<file path="src/rtl/gpr_pkg.sv">
// Shared types and default sizes for the general-purpose register file.
// Holds the dump walker state encoding and the default data/address widths.
package gpr_pkg;

    localparam int unsigned GPR_DATA_W = 32'd8;
    localparam int unsigned GPR_ADDR_W = 32'd3;

    typedef enum logic [1:0] {
        DUMP_IDLE = 2'd0,
        DUMP_RUN  = 2'd1,
        DUMP_DONE = 2'd2
    } dump_state_e;

endpackage

</file>
<file path="src/rtl/gpr_dump_fsm.sv">
// Dump walker for the register file: steps an index over every register with a
// valid/ready handshake and flags completion with a one-cycle done pulse.
module gpr_dump_fsm
    import gpr_pkg::*;
#(
    parameter int unsigned ADDR_W = GPR_ADDR_W
) (
    input  logic              clk,
    input  logic              rst,
    input  logic              dump_start,
    input  logic              dump_ready,
    output logic              dump_valid,
    output logic              dump_busy,
    output logic              dump_done,
    output logic [ADDR_W-1:0] dump_index
);

    localparam logic [ADDR_W-1:0] LAST_IDX = {ADDR_W{1'b1}};

    dump_state_e       state_r;
    dump_state_e       state_next_s;
    logic [ADDR_W-1:0] index_r;
    logic [ADDR_W-1:0] index_next_s;
    logic              valid_r;
    logic              busy_r;
    logic              done_r;

    // Next state and index; terminal check precedes the increment so the index never wraps
    always_comb begin
        state_next_s = state_r;
        index_next_s = index_r;
        case (state_r)
            DUMP_IDLE: begin
                if (dump_start) begin
                    state_next_s = DUMP_RUN;
                    index_next_s = {ADDR_W{1'b0}};
                end else begin
                    state_next_s = DUMP_IDLE;
                end
            end
            DUMP_RUN: begin
                if (!dump_ready) begin
                    state_next_s = DUMP_RUN;
                end else if (index_r == LAST_IDX) begin
                    state_next_s = DUMP_DONE;
                end else begin
                    index_next_s = index_r + ADDR_W'(1'b1);
                end
            end
            DUMP_DONE: begin
                state_next_s = DUMP_IDLE;
            end
            default: begin
                state_next_s = DUMP_IDLE;
                index_next_s = {ADDR_W{1'b0}};
            end
        endcase
    end

    // State, index and status flags registered from the next state
    always_ff @(posedge clk) begin
        if (rst) begin
            state_r <= DUMP_IDLE;
            index_r <= {ADDR_W{1'b0}};
            valid_r <= 1'b0;
            busy_r  <= 1'b0;
            done_r  <= 1'b0;
        end else begin
            state_r <= state_next_s;
            index_r <= index_next_s;
            valid_r <= (state_next_s == DUMP_RUN);
            busy_r  <= (state_next_s != DUMP_IDLE);
            done_r  <= (state_next_s == DUMP_DONE);
        end
    end

    assign dump_valid = valid_r;
    assign dump_busy  = busy_r;
    assign dump_done  = done_r;
    assign dump_index = index_r;

endmodule

</file>
<file path="src/rtl/gpr_file.sv">
// Parametrised register file: one write port, two combinational read ports with
// optional write bypass and hard-wired zero register, plus a handshaked dump port.
module gpr_file
    import gpr_pkg::*;
#(
    parameter int unsigned DATA_W   = GPR_DATA_W,
    parameter int unsigned ADDR_W   = GPR_ADDR_W,
    parameter bit          ZERO_REG = 1'b0,
    parameter bit          BYPASS   = 1'b1
) (
    input  logic              clk,
    input  logic              rst,
    input  logic              reg_write_en,
    input  logic [ADDR_W-1:0] reg_write_dest,
    input  logic [DATA_W-1:0] reg_write_data,
    input  logic [ADDR_W-1:0] reg_read_addr_1,
    input  logic [ADDR_W-1:0] reg_read_addr_2,
    output logic [DATA_W-1:0] reg_read_data_1,
    output logic [DATA_W-1:0] reg_read_data_2,
    input  logic              dump_start,
    input  logic              dump_ready,
    output logic              dump_valid,
    output logic [ADDR_W-1:0] dump_addr,
    output logic [DATA_W-1:0] dump_data,
    output logic              dump_busy,
    output logic              dump_done
);

    localparam int unsigned DEPTH = 32'd1 << ADDR_W;

    logic [DATA_W-1:0] mem_r [DEPTH];
    logic              write_ok_s;
    logic [DATA_W-1:0] rd1_s;
    logic [DATA_W-1:0] rd2_s;
    logic [DATA_W-1:0] dump_data_s;
    logic [ADDR_W-1:0] dump_index_s;

    function automatic logic is_zero_addr(input logic [ADDR_W-1:0] addr);
        return (ZERO_REG == 1'b1) && (addr == {ADDR_W{1'b0}});
    endfunction

    function automatic logic bypass_hit(input logic              we,
                                        input logic [ADDR_W-1:0] dest,
                                        input logic [ADDR_W-1:0] addr);
        return (BYPASS == 1'b1) && we && (dest == addr);
    endfunction

    assign write_ok_s = reg_write_en && !is_zero_addr(reg_write_dest);

    // Register array: cleared on reset, otherwise loaded from the write port
    always_ff @(posedge clk) begin
        if (rst) begin
            for (int i = 0; i < int'(DEPTH); i++) begin
                mem_r[i] <= {DATA_W{1'b0}};
            end
        end else if (write_ok_s) begin
            mem_r[reg_write_dest] <= reg_write_data;
        end
    end

    // Read port 1: zero masking wins over bypass, bypass wins over stored value
    always_comb begin
        rd1_s = mem_r[reg_read_addr_1];
        if (is_zero_addr(reg_read_addr_1)) begin
            rd1_s = {DATA_W{1'b0}};
        end else if (bypass_hit(reg_write_en, reg_write_dest, reg_read_addr_1)) begin
            rd1_s = reg_write_data;
        end else begin
            rd1_s = mem_r[reg_read_addr_1];
        end
    end

    // Read port 2: same muxing as port 1
    always_comb begin
        rd2_s = mem_r[reg_read_addr_2];
        if (is_zero_addr(reg_read_addr_2)) begin
            rd2_s = {DATA_W{1'b0}};
        end else if (bypass_hit(reg_write_en, reg_write_dest, reg_read_addr_2)) begin
            rd2_s = reg_write_data;
        end else begin
            rd2_s = mem_r[reg_read_addr_2];
        end
    end

    // Dump data shows the stored value only, so a same-edge write is seen a cycle later
    always_comb begin
        dump_data_s = mem_r[dump_index_s];
        if (is_zero_addr(dump_index_s)) begin
            dump_data_s = {DATA_W{1'b0}};
        end else begin
            dump_data_s = mem_r[dump_index_s];
        end
    end

    gpr_dump_fsm #(
        .ADDR_W(ADDR_W)
    ) u_dump_fsm (
        .clk       (clk),
        .rst       (rst),
        .dump_start(dump_start),
        .dump_ready(dump_ready),
        .dump_valid(dump_valid),
        .dump_busy (dump_busy),
        .dump_done (dump_done),
        .dump_index(dump_index_s)
    );

    assign reg_read_data_1 = rd1_s;
    assign reg_read_data_2 = rd2_s;
    assign dump_addr       = dump_index_s;
    assign dump_data       = dump_data_s;

endmodule

</file>
<file path="config.mk">
export PLATFORM = sky130hd
export DESIGN_NAME = gpr_file
export DESIGN_NICKNAME = d
export VERILOG_FILES = /design/src/rtl/gpr_pkg.sv /design/src/rtl/gpr_dump_fsm.sv /design/src/rtl/gpr_file.sv
export SDC_FILE = /design/constraint.sdc
export NUM_CORES = 1
export LEC_CHECK = 0
export ABC_AREA = 1
export BUFFER_PORTS_ARGS = -buffer_cell sky130_fd_sc_hd__buf_2
export CAP_MARGIN = 20
export CORE_UTILIZATION = 30
export DETAILED_ROUTE_END_ITERATION = 8
export GPL_ROUTABILITY_DRIVEN = 0
export PLACE_DENSITY_LB_ADDON = 0.15
export SLEW_MARGIN = 20
export SYNTH_ARGS = -nofsm -noshare
export SYNTH_HDL_FRONTEND = slang
export SYNTH_HIERARCHICAL = 1
export SYNTH_SLANG_ARGS = --single-unit
</file>
<file path="constraint.sdc">
create_clock -name clk -period 1.4 [get_ports clk]
set_input_delay 0.28 -clock clk [delete_from_list [all_inputs] [get_ports clk]]
set_output_delay 0.28 -clock clk [all_outputs]
set_load 0.01 [all_outputs]
</file>
==> metrics.cfg, run 1 <==
[sta]
final.hold.worst_slack_ns=0.2272
finalHoldViolations=0
timing_max_transition_violations_final=0
setup_viol=26
post-route-period-util_pct=129.7
relSlewSlack_pct=70.16
grt_setup_unrepaired=true
worst_slew_pin_slew_ns=0.4471
fin_worst_skew_ns=0.002454
setup_tns_ns=-6.772
maxClockFrequency_ghz=0.5505
final.min_clock_period_ns=1.816
setup_slack_ns=-0.4164

[place]
sum_of_net_half_perimeters_after_detailed_placement_um=13670
io_buffers=51

[cells_and_area]
layout.cells.most_common=nand2_1
antenna_cells=0
fillCellCount=1626
multi_input_gate_area_sq_mm=0.002856
mostFrequentLayoutCells=nand2_1 (195), nor2_1 (77), nand3_2 (77)
layout.nets=831
seqCellArea_sq_mm=0.002090
flow.area_growth_from_synthesis_pct=40.48
final_core_util_pct=43.38
final_layout_size_suffix_gt1_share_pct=43.35

[power_and_ir_drop]
max-vdd-ir-drop_mv=0.5539
switching_power_w=0.002127
cell_internal_pwr_w=0.004757
power-per-cell-area_mw_per_mm2=995.4
static-leakage-power_nw=3.223
swShare_pct=30.90
power.share.clock_pct=35.0
combinationalPowerShare_pct=27.3
share_seq_of_total_power_pct=37.6

[worst_setup_path]
cpMaxStageDelayCell=dfxtp_4
setup.worst_path.end_class=output pin
critPathBufInv=3
critical_path_class=reg -> out
cpLargestDelayFamily=flip-flops
critical_path_fanout_max=15
critical-path-max-stage-delay_ns=0.38
worst_path_most_repeated_cell=nand2_1
cp.required_ns=1.12
worst_ep_arrival_time_ns=1.54
crit_chain=inv_4 -> clkbuf_16 -> o21ai_1 -> nand2_1 -> nand2_2 -> nand2_1 -> buf_2
worst_setup_path_start_kind=flop

[die]
die_h_um=130.1
rows=46
design.portCount=52
die_footprint_sq_mm=0.01693
die_width_um=130.1
fp.coreArea_sq_mm=0.01594
initial_core_utilization_pct=30.88

[routing]
routed.top_layer=met4
drt-initial-drc-count=427
met2_wirelength_um=8309
drt-wirelength-per-cell_um=18.10
routedLengthMet1_um=8499
routed-wl-met3_um=1278
route.final.wire_length_um=18610
detail_route.drc_violations=0
detail-route-antenna-nets=0
vias=5166
post_drt_via_cell_ratio=5.025
drt-pass1-iter-count=5

[clocking]
htreeDepth=3
cts.path.max_buffers=2
clock-sinks=72
clk_latency_ns=0.33
tritoncts_buffer_count=9
worst_setup_hold_path_clk_slew_ns=0.06
cts_root_buf=clkbuf_16
cts.hold.buffers_added=0
cts_tree=built

[grt]
gr-total-overflow=0
largest_net_degree_at_the_start_of_global_routing=33
grt_pass1_vias=4871
wire_length_of_the_first_global_routing_pass_um=27300
antenna_found_initial=0
grt.total_usage_pct=22.14

[logic_synthesis]
synth_sequential_area_ratio_pct=42.29
unique_masters_post_synth=23
post-synth-top-area-cell=edfxtp_1
post_synth_main_area_contributors=edfxtp_1 (39%), nand2_1 (18%), nand3_1 (12%)
ys.warnings.count=6
syn_nets=733
synth_top_area_share_pct=39.03
post_synth.cell_area_avg_sq_um=6.944
synth_area_sq_mm=0.004923
ys_seq_elements=72
synthesis.instances=709

[run_status]
violations=setup timing
run_status=finished with violations

[run]
max-cap-violations=0

[worst_hold_path]
hold_class=in -> reg

[cell families (layout without fill, tap and decap cells)]
family,Yosys count,after routing,share of synthesized area [%]
adders and majority gates,2,2,0.5082
and+or+nand+nor,451,452,39.31
DFF,72,72,42.29
buffers and inverters,117,219,10.90
AOI/OAI and AO/OA,67,67,6.989
[Yosys cell counts]
library cell    n
buf_4          12
o31ai_1         3
inv_2          11
nor2_2          3
a21oi_1        30
clkinv_4        2
o21ai_1        18
inv_4           3
inv_1          69
nand2_4         3
nor2_1         78
buf_6           2
nand2_2        12
o22ai_1         1
nand2_1       234
edfxtp_1       64
ha_1            2
buf_2          16
dfxtp_1         8
nor2_4          5
nand3_1       116
clkbuf_1        2
o21ai_0        15
[worst min-delay path: stages]
cell	delay [ns]
buf_2	0.11
nand2_2	0.08
nor2_1	0.05
[state kept, by name (all words and copies together), names as in the netlist]
| signal | cells |
|---|---|
| u_dump_fsm/dump_valid | 1 |
| u_dump_fsm/dump_index | 3 |
| mem_r | 64 |
| u_dump_fsm/dump_busy | 1 |
| u_dump_fsm/state_r | 2 |
| u_dump_fsm/dump_done | 1 |
[cell type report]
| cell class | count | area share [%] |
|---|---|---|
| Tap cell | 216 | 3.907 |
| Timing Repair Buffer | 118 | 15.05 |
| Multi-Input combinational cell | 521 | 41.30 |
| Inverter | 85 | 5.011 |
| Clock inverter | 6 | 1.212 |
| Sequential cell | 72 | 30.21 |
| Clock buffer | 10 | 3.310 |
[what timing repair did]
item	in CTS	in global routing
endpoints found under the setup margin	24	29
cloned	0	3
gates resized for setup	92	104
hold endpoints to repair	0	0
buffers inserted	0	0
pin swaps	44	36
[layer usage]
| metal | vias up | track usage, % |
|---|---|---|
| met4 | 0 | 8.892 |
| met3 | 27 | 4.141 |
| met1 | 2452 | 30.86 |
| met2 | 203 | 33.64 |
| li1 | 2484 | - |
| met5 | - | 0 |
[power groups by stage]
stage	sequential (W)	combinational [W]	clock, W
floorplan	0.00258	0.000908	0
global placement	0.00260	0.00157	0
detailed placement	0.00261	0.00158	0
CTS	0.00258	0.00170	0.00245
global route	0.00260	0.00204	0.00254
finish	0.00259	0.00188	0.00241
[per-stage QoR]
stage | area, sq um | setup slack (ns) | std cells | total power [W]
final | 6917 | -0.4164 | 1028 | 0.006885
after global routing | 6917 | -0.4819 | 1028 | 0.007192
after CTS | 6510 | -0.3930 | 1025 | 0.006728
after detailed placement | 5952 | -0.1509 | 1009 | 0.004195
after global placement | 5952 | -0.1388 | 1009 | 0.004172
after floorplan | 4926 | 0.04455 | 709 | 0.003490
[path summary, 6_finish.rpt]
kind | end | slack (ns) | startpoint | depth (start not counted)
hold / removal | u_dump_fsm/state_r[1] | 0.23 | dump_ready | 3
setup / recovery | dump_data[1] | -0.42 | u_dump_fsm/dump_index[0] | 7
hold reg to reg | u_dump_fsm/state_r[0] | 0.59 | u_dump_fsm/state_r[0] | 1
setup reg to reg | u_dump_fsm/dump_index[0] | -0.02 | u_dump_fsm/dump_index[0] | 9
Power figures use the tool's default switching activity.
==> run 2, diff against run 1 <==
- ABC_AREA: 1 -> unset
==> metrics.cfg, run 2 <==
[logic_synthesis]
synthArstFlopShare_pct=0  ; unchanged
ys_seq_elements=72  ; unchanged
post_synth_main_area_contributors=edfxtp_1 (42%), mux4_2 (15%), mux4_1 (10%)  ; was edfxtp_1 (39%), nand2_1 (18%), nand3_1 (12%)
synth_sequential_area_ratio_pct=45.39  ; was 42.29%
synth_area_sq_mm=0.004587  ; was 0.004923 sq mm
synthesis.instances=293  ; was 709
netlist_top_cells_count=and2_1 (66), edfxtp_1 (64), mux2_2 (38), mux4_2 (30), mux4_1 (18)  ; was nand2_1 (234), nand3_1 (116), nor2_1 (78), inv_1 (69), edfxtp_1 (64)
synth_top_area_share_pct=41.90  ; was 39.03%
synth_enable_flop_cells=64  ; unchanged
synthFlopType=edfxtp_1  ; unchanged
unique_masters_post_synth=30  ; was 23
ys.warnings.count=6  ; unchanged
post_synth.cell_area_avg_sq_um=15.65  ; was 6.944 sq um
post-synth-top-count-cell=and2_1  ; was nand2_1
post-synth-top-area-cell=edfxtp_1  ; unchanged
syn_nets=317  ; was 733

[clocking]
clock-sinks=72  ; unchanged
cts_tree=built  ; unchanged
cts.path.max_buffers=2  ; unchanged
clk_latency_ns=0.34  ; was 0.33 ns
cts_root_buf=clkbuf_16  ; unchanged
htreeDepth=3  ; unchanged
tritoncts_buffer_count=9  ; unchanged
worst_setup_hold_path_clk_slew_ns=0.06  ; about the same

[cells_and_area]
layout.cells.most_common=and2_1  ; was nand2_1
registers.top_by_ff_count=mem_r  ; unchanged
layout.nets=406  ; was 831
mostFrequentLayoutCells=and2_1 (66), edfxtp_1 (64), mux4_2 (48)  ; was nand2_1 (195), nor2_1 (77), nand3_2 (77)
final_layout_size_suffix_gt1_share_pct=58.66  ; was 43.35%
flow.area_growth_from_synthesis_pct=32.05  ; was 40.48%
final_core_util_pct=41.21  ; was 43.38%
largest_reg_flops=64  ; unchanged
antenna_cells=0  ; unchanged

[grt]
antenna_found_initial=0  ; unchanged
wire_length_of_the_first_global_routing_pass_um=19410  ; was 27,300 um
gr-total-overflow=0  ; unchanged
grt.total_usage_pct=17.24  ; was 22.14%
largest_net_degree_at_the_start_of_global_routing=20  ; was 33
grt_pass1_vias=3146  ; was 4,871

[routing]
detail_route.drc_violations=4  ; was 0
detail-route-antenna-nets=0  ; unchanged
route.final.wire_length_um=12700  ; was 18,610 um
drt-wirelength-per-cell_um=22.25  ; was 18.10 um
drt-initial-drc-count=103  ; was 427
drt-pass1-iter-count=6  ; was 5
vias=2865  ; was 5,166
post_drt_via_cell_ratio=5.018  ; was 5.025

[sta]
setup_slack_ns=-0.8232  ; was -0.4164 ns
finalHoldViolations=0  ; unchanged
setup_tns_ns=-18.69  ; was -6.772 ns
grt_setup_unrepaired=true  ; unchanged
post-route-period-util_pct=158.8  ; was 129.7%
relSlewSlack_pct=83.83  ; was 70.16%
fin_worst_skew_ns=0.003830  ; was 0.002454 ns
final.hold.worst_slack_ns=0.2377  ; was 0.2272 ns
setup_viol=28  ; was 26
final.min_clock_period_ns=2.223  ; was 1.816 ns
maxClockFrequency_ghz=0.4498  ; was 0.5505 GHz
worst_slew_pin_slew_ns=0.2423  ; was 0.4471 ns
timing_max_transition_violations_final=0  ; unchanged

[place]
io_buffers=51  ; unchanged
pre_cts_setup_slack_ns=-0.7549  ; was -0.1509 ns
sum_of_net_half_perimeters_after_detailed_placement_um=9142  ; was 13,670 um

[worst_setup_path]
cp.required_ns=1.12  ; about the same
critical_path_fanout_max=3  ; was 15
worst_setup_path_start_kind=flop  ; unchanged
critical_path_class=reg -> out  ; unchanged
worst_ep_arrival_time_ns=1.94  ; was 1.54 ns
setup.worst_path.end_class=output pin  ; unchanged

[run_status]
violations=DRC, setup timing  ; was setup timing
run_status=finished with violations  ; unchanged

[run]
max-cap-violations=0  ; unchanged

[die]
fp.coreArea_sq_mm=0.01470  ; was 0.01594 sq mm
die_width_um=125.7  ; was 130.1 um
design.portCount=52  ; unchanged
rows=44  ; was 46
die_h_um=125.7  ; was 130.1 um
initial_core_utilization_pct=31.21  ; was 30.88%
die_footprint_sq_mm=0.01579  ; was 0.01693 sq mm

[power_and_ir_drop]
power-per-cell-area_mw_per_mm2=1024  ; was 995.4 mW/mm^2
max-vdd-ir-drop_mv=0.4115  ; was 0.5539 mV
total_power_w=0.006200  ; was 0.006885 W
static-leakage-power_nw=2.320  ; was 3.223 nW

[worst_hold_path]
hold_class=in -> reg  ; unchanged

[run 2: cell count changes after synthesis, sizes merged, moves of 48 or more]
cell,delta
mux4,+48
nand3,-115
and2,+66
inv,-83
nand2,-248
nor2,-79
[run 2: worst paths after layout]
path	endpoint	start	slack [ns]	cells after the start
setup / recovery	reg_read_data_2[6]	mem_r[3][6]	-0.82	4
hold / removal	u_dump_fsm/dump_done	dump_ready	0.24	3
setup reg to reg	u_dump_fsm/dump_index[0]	u_dump_fsm/dump_index[0]	-0.17	7
hold reg to reg	u_dump_fsm/dump_done	u_dump_fsm/state_r[1]	0.55	1
[run 2: cells by family after synthesis]
kind of cell | Yosys count | share of synthesized area [%]
adders and majority gates | 2 | 0.5455
xor gates and xnor gates | 6 | 1.146
buffers and inverters | 17 | 2.701
and+or+nand+nor | 104 | 13.99
DFF | 72 | 45.39
muxes | 91 | 35.79
AOI/OAI and AO/OA | 1 | 0.4365
[run 2: final cells by class]
type | count | area [sq um]
clock buffers | 10 | 229.0
clock inverters | 6 | 60.06
fillers | 1349 | 8642
multi-input cells | 204 | 2550
flip-flops and latches | 72 | 2086
well taps | 184 | 230.2
repair buffers | 95 | 902.1
[run 2: timing repair]
item / CTS / global route
resized for setup: 52 / 7
endpoints found under the hold margin: 0 / 0
setup buffers: 4 / 2
pin swaps: 1 / 1
hold buffers: 0 / 0
cloned: 1 / 0
setup endpoints to repair: 32 / 31
[run 2: power breakdown]
group          switching (W)  internal (W)
clock               0.000913       0.00137
sequential         0.0000926       0.00247
combinational       0.000528      0.000825
total                0.00153       0.00467
[run 2: per-stage QoR]
step / cell area (sq um) / instances
after floorplan: 4801 / 293
after global placement: 5510 / 549
after detailed placement: 5510 / 549
after CTS: 6022 / 570
after global routing: 6057 / 571
final: 6057 / 571
[run 2: routing by layer]
layer  global-route usage [%]  wire length, um  vias to the layer above
li1                         -                -                     1324
met1                    21.69             5662                     1465
met2                    30.07             6420                       65
met3                    3.271              458                       11
met4                    5.093              163                        0
met5                        0                0                        -
[run 2: worst max-delay path, stage by stage, from the launching register on]
cell	delay, ns
edfxtp_1	0.39
mux4_2	0.53
mux2_4	0.30
mux2_4	0.27
buf_6	0.12
==> run 3, diff against run 2 <==
- REMOVE_ABC_BUFFERS: unset -> 1
- SLEW_MARGIN: 20 -> unset
==> metrics.cfg, run 3 (synthesis gave the netlist of run 2 again) <==
[routing]
route.final.wire_length_um=14060  ; was 12,700 um
drt-wirelength-per-cell_um=23.74  ; was 22.25 um
drt-pass1-iter-count=6  ; unchanged
detail-route-antenna-nets=0  ; unchanged
drt-initial-drc-count=152  ; was 103
vias=2986  ; was 2,865
post_drt_via_cell_ratio=5.044  ; was 5.018
detail_route.drc_violations=7  ; was 4

[clocking]
clk_latency_ns=0.33  ; was 0.34 ns
cts.hold.buffers_added=0  ; unchanged
tritoncts_buffer_count=9  ; unchanged
htreeDepth=3  ; unchanged
cts.path.max_buffers=2  ; unchanged
worst_setup_hold_path_clk_slew_ns=0.06  ; about the same
cts_root_buf=clkbuf_16  ; unchanged
clock-sinks=72  ; unchanged
cts_tree=built  ; unchanged

[power_and_ir_drop]
static-leakage-power_nw=2.429  ; was 2.320 nW
max-vdd-ir-drop_mv=0.4698  ; was 0.4115 mV
power-per-cell-area_mw_per_mm2=1034  ; was 1024 mW/mm^2

[die]
fp.coreArea_sq_mm=0.01470  ; unchanged
design.portCount=52  ; unchanged
die_width_um=125.7  ; unchanged
die_h_um=125.7  ; unchanged
rows=44  ; unchanged
initial_core_utilization_pct=31.21  ; unchanged
die_footprint_sq_mm=0.01579  ; unchanged

[grt]
grt.total_usage_pct=18.82  ; was 17.24%
gr-total-overflow=0  ; unchanged
antenna_found_initial=0  ; unchanged
grt_pass1_vias=3227  ; was 3,146
wire_length_of_the_first_global_routing_pass_um=20990  ; was 19,410 um
largest_net_degree_at_the_start_of_global_routing=18  ; was 20

[sta]
fin_worst_skew_ns=0.001417  ; was 0.003830 ns
worst_slew_pin_slew_ns=0.2915  ; was 0.2423 ns
post-route-period-util_pct=158.5  ; was 158.8%
maxClockFrequency_ghz=0.4505  ; was 0.4498 GHz
final.min_clock_period_ns=2.220  ; was 2.223 ns
relSlewSlack_pct=80.57  ; was 83.83%
final.hold.worst_slack_ns=0.2808  ; was 0.2377 ns
grt_setup_unrepaired=true  ; unchanged
finalHoldViolations=0  ; unchanged
setup_viol=28  ; unchanged
timing_max_transition_violations_final=0  ; unchanged
setup_slack_ns=-0.8196  ; was -0.8232 ns

[cells_and_area]
layout.cells.most_common=and2_1  ; unchanged
multi_input_gate_area_sq_mm=0.002471  ; was 0.002550 sq mm
seqCellArea_sq_mm=0.002088  ; was 0.002086 sq mm
flow.area_growth_from_synthesis_pct=36.93  ; was 32.05%
fillCellCount=1361  ; was 1,349
antenna_cells=0  ; unchanged
registers.top_by_ff_count=mem_r  ; unchanged
final_layout_size_suffix_gt1_share_pct=58.82  ; was 58.66%
layout.nets=427  ; was 406
design_area_sq_mm=0.006281  ; was 0.006057 sq mm
largest_reg_flops=64  ; unchanged
mostFrequentLayoutCells=and2_1 (66), edfxtp_1 (64), mux4_2 (47)  ; was and2_1 (66), edfxtp_1 (64), mux4_2 (48)

[worst_setup_path]
critPathBufInv=1  ; unchanged
worst_setup_path_start_kind=flop  ; unchanged
cp.required_ns=1.12  ; about the same
setup.worst_path.end_class=output pin  ; unchanged
crit_chain=mux4_2 -> mux2_4 -> mux2_4 -> buf_6  ; unchanged
critical_path_class=reg -> out  ; unchanged
cpMaxStageDelayCell=mux4_2  ; unchanged
worst_path_most_repeated_cell=mux2_4  ; unchanged
critical-path-max-stage-delay_ns=0.50  ; was 0.53 ns
cpLargestDelayFamily=multiplexers  ; unchanged
worst_ep_arrival_time_ns=1.94  ; about the same
critical_path_fanout_max=3  ; unchanged

[place]
sum_of_net_half_perimeters_after_detailed_placement_um=10080  ; was 9142 um
io_buffers=51  ; unchanged
postPlaceCellArea_sq_mm=0.005637  ; was 0.005510 sq mm

[run_status]
run_status=finished with violations  ; unchanged
violations=DRC, setup timing  ; unchanged

[worst_hold_path]
hold_class=in -> reg  ; unchanged

[run]
max-cap-violations=0  ; unchanged

==> run 3: cell types whose count changed in the layout (fill, tap and decap cells not counted), sizes merged <==
cell | before | now
clkinv | 4 | 1
buf | 95 | 116
bufinv | 1 | 2
inv | 0 | 1
clkinvlp | 1 | 2
==> run 3: worst paths after layout <==
| kind | end | startpoint | cells past startpoint | slack (ns) |
|---|---|---|---|---|
| worst min register to register | u_dump_fsm/state_r[1] | u_dump_fsm/state_r[1] | 1 | 0.52 |
| worst min-delay path | u_dump_fsm/state_r[1] | dump_ready | 3 | 0.28 |
| worst max-delay path | reg_read_data_1[6] | mem_r[3][6] | 4 | -0.82 |
| worst max register to register | u_dump_fsm/dump_index[0] | u_dump_fsm/dump_index[0] | 7 | -0.18 |
==> run 3: repair_timing <==
item	in CTS	in global routing
resized for setup	80	9
cloned	1	0
endpoints found under the setup margin	40	66
pin swaps	0	2
buffers inserted	6	5
==> run 3: worst register-to-register path, stage by stage (launching register included) <==
cell and delay [ns]:
dfxtp_4 0.39, buf_16 0.15, buf_8 0.12, ha_4 0.15, ha_4 0.16, nor2b_4 0.12, o22ai_4 0.09, mux2_4 0.29
==> run 3: final cells by class <==
class / instances / area share, %
Multi-Input combinational cell: 204 / 39.34
Sequential cell: 72 / 33.25
Timing Repair Buffer: 116 / 18.63
Tap cell: 184 / 3.665
Clock buffer: 10 / 3.645
Clock inverter: 6 / 1.474
==> run 3: power breakdown <==
| part | internal [W] | total [W] | switching, W |
|---|---|---|---|
| sequential | 0.00247 | 0.00257 | 0.0000983 |
| clock | 0.00157 | 0.00249 | 0.000922 |
| combinational | 0.000878 | 0.00143 | 0.000555 |
==> run 3: metrics by stage <==
stage | utilization, % | power (W) | TNS (ns) | instances | setup WS [ns]
global placement | 38.35 | 0.003786 | -36.01 | 571 | -0.7256
floorplan | - | 0.003167 | -20.36 | 276 | -0.7384
global route | 42.73 | 0.006743 | -20.13 | 592 | -0.8705
detailed placement | 38.35 | 0.003795 | -37.47 | 571 | -0.7293
finish | 42.73 | 0.006494 | -18.76 | 592 | -0.8196
CTS | 42.53 | 0.006545 | -19.19 | 591 | -0.8289
==> run 3: routing by layer <==
layer	up-vias	share of wire [%]	track usage (%)
met2	80	48	30.10
li1	1368	-	-
met5	-	0	0
met1	1519	45	25.37
met4	0	2.4	8.393
met3	19	4.4	2.804
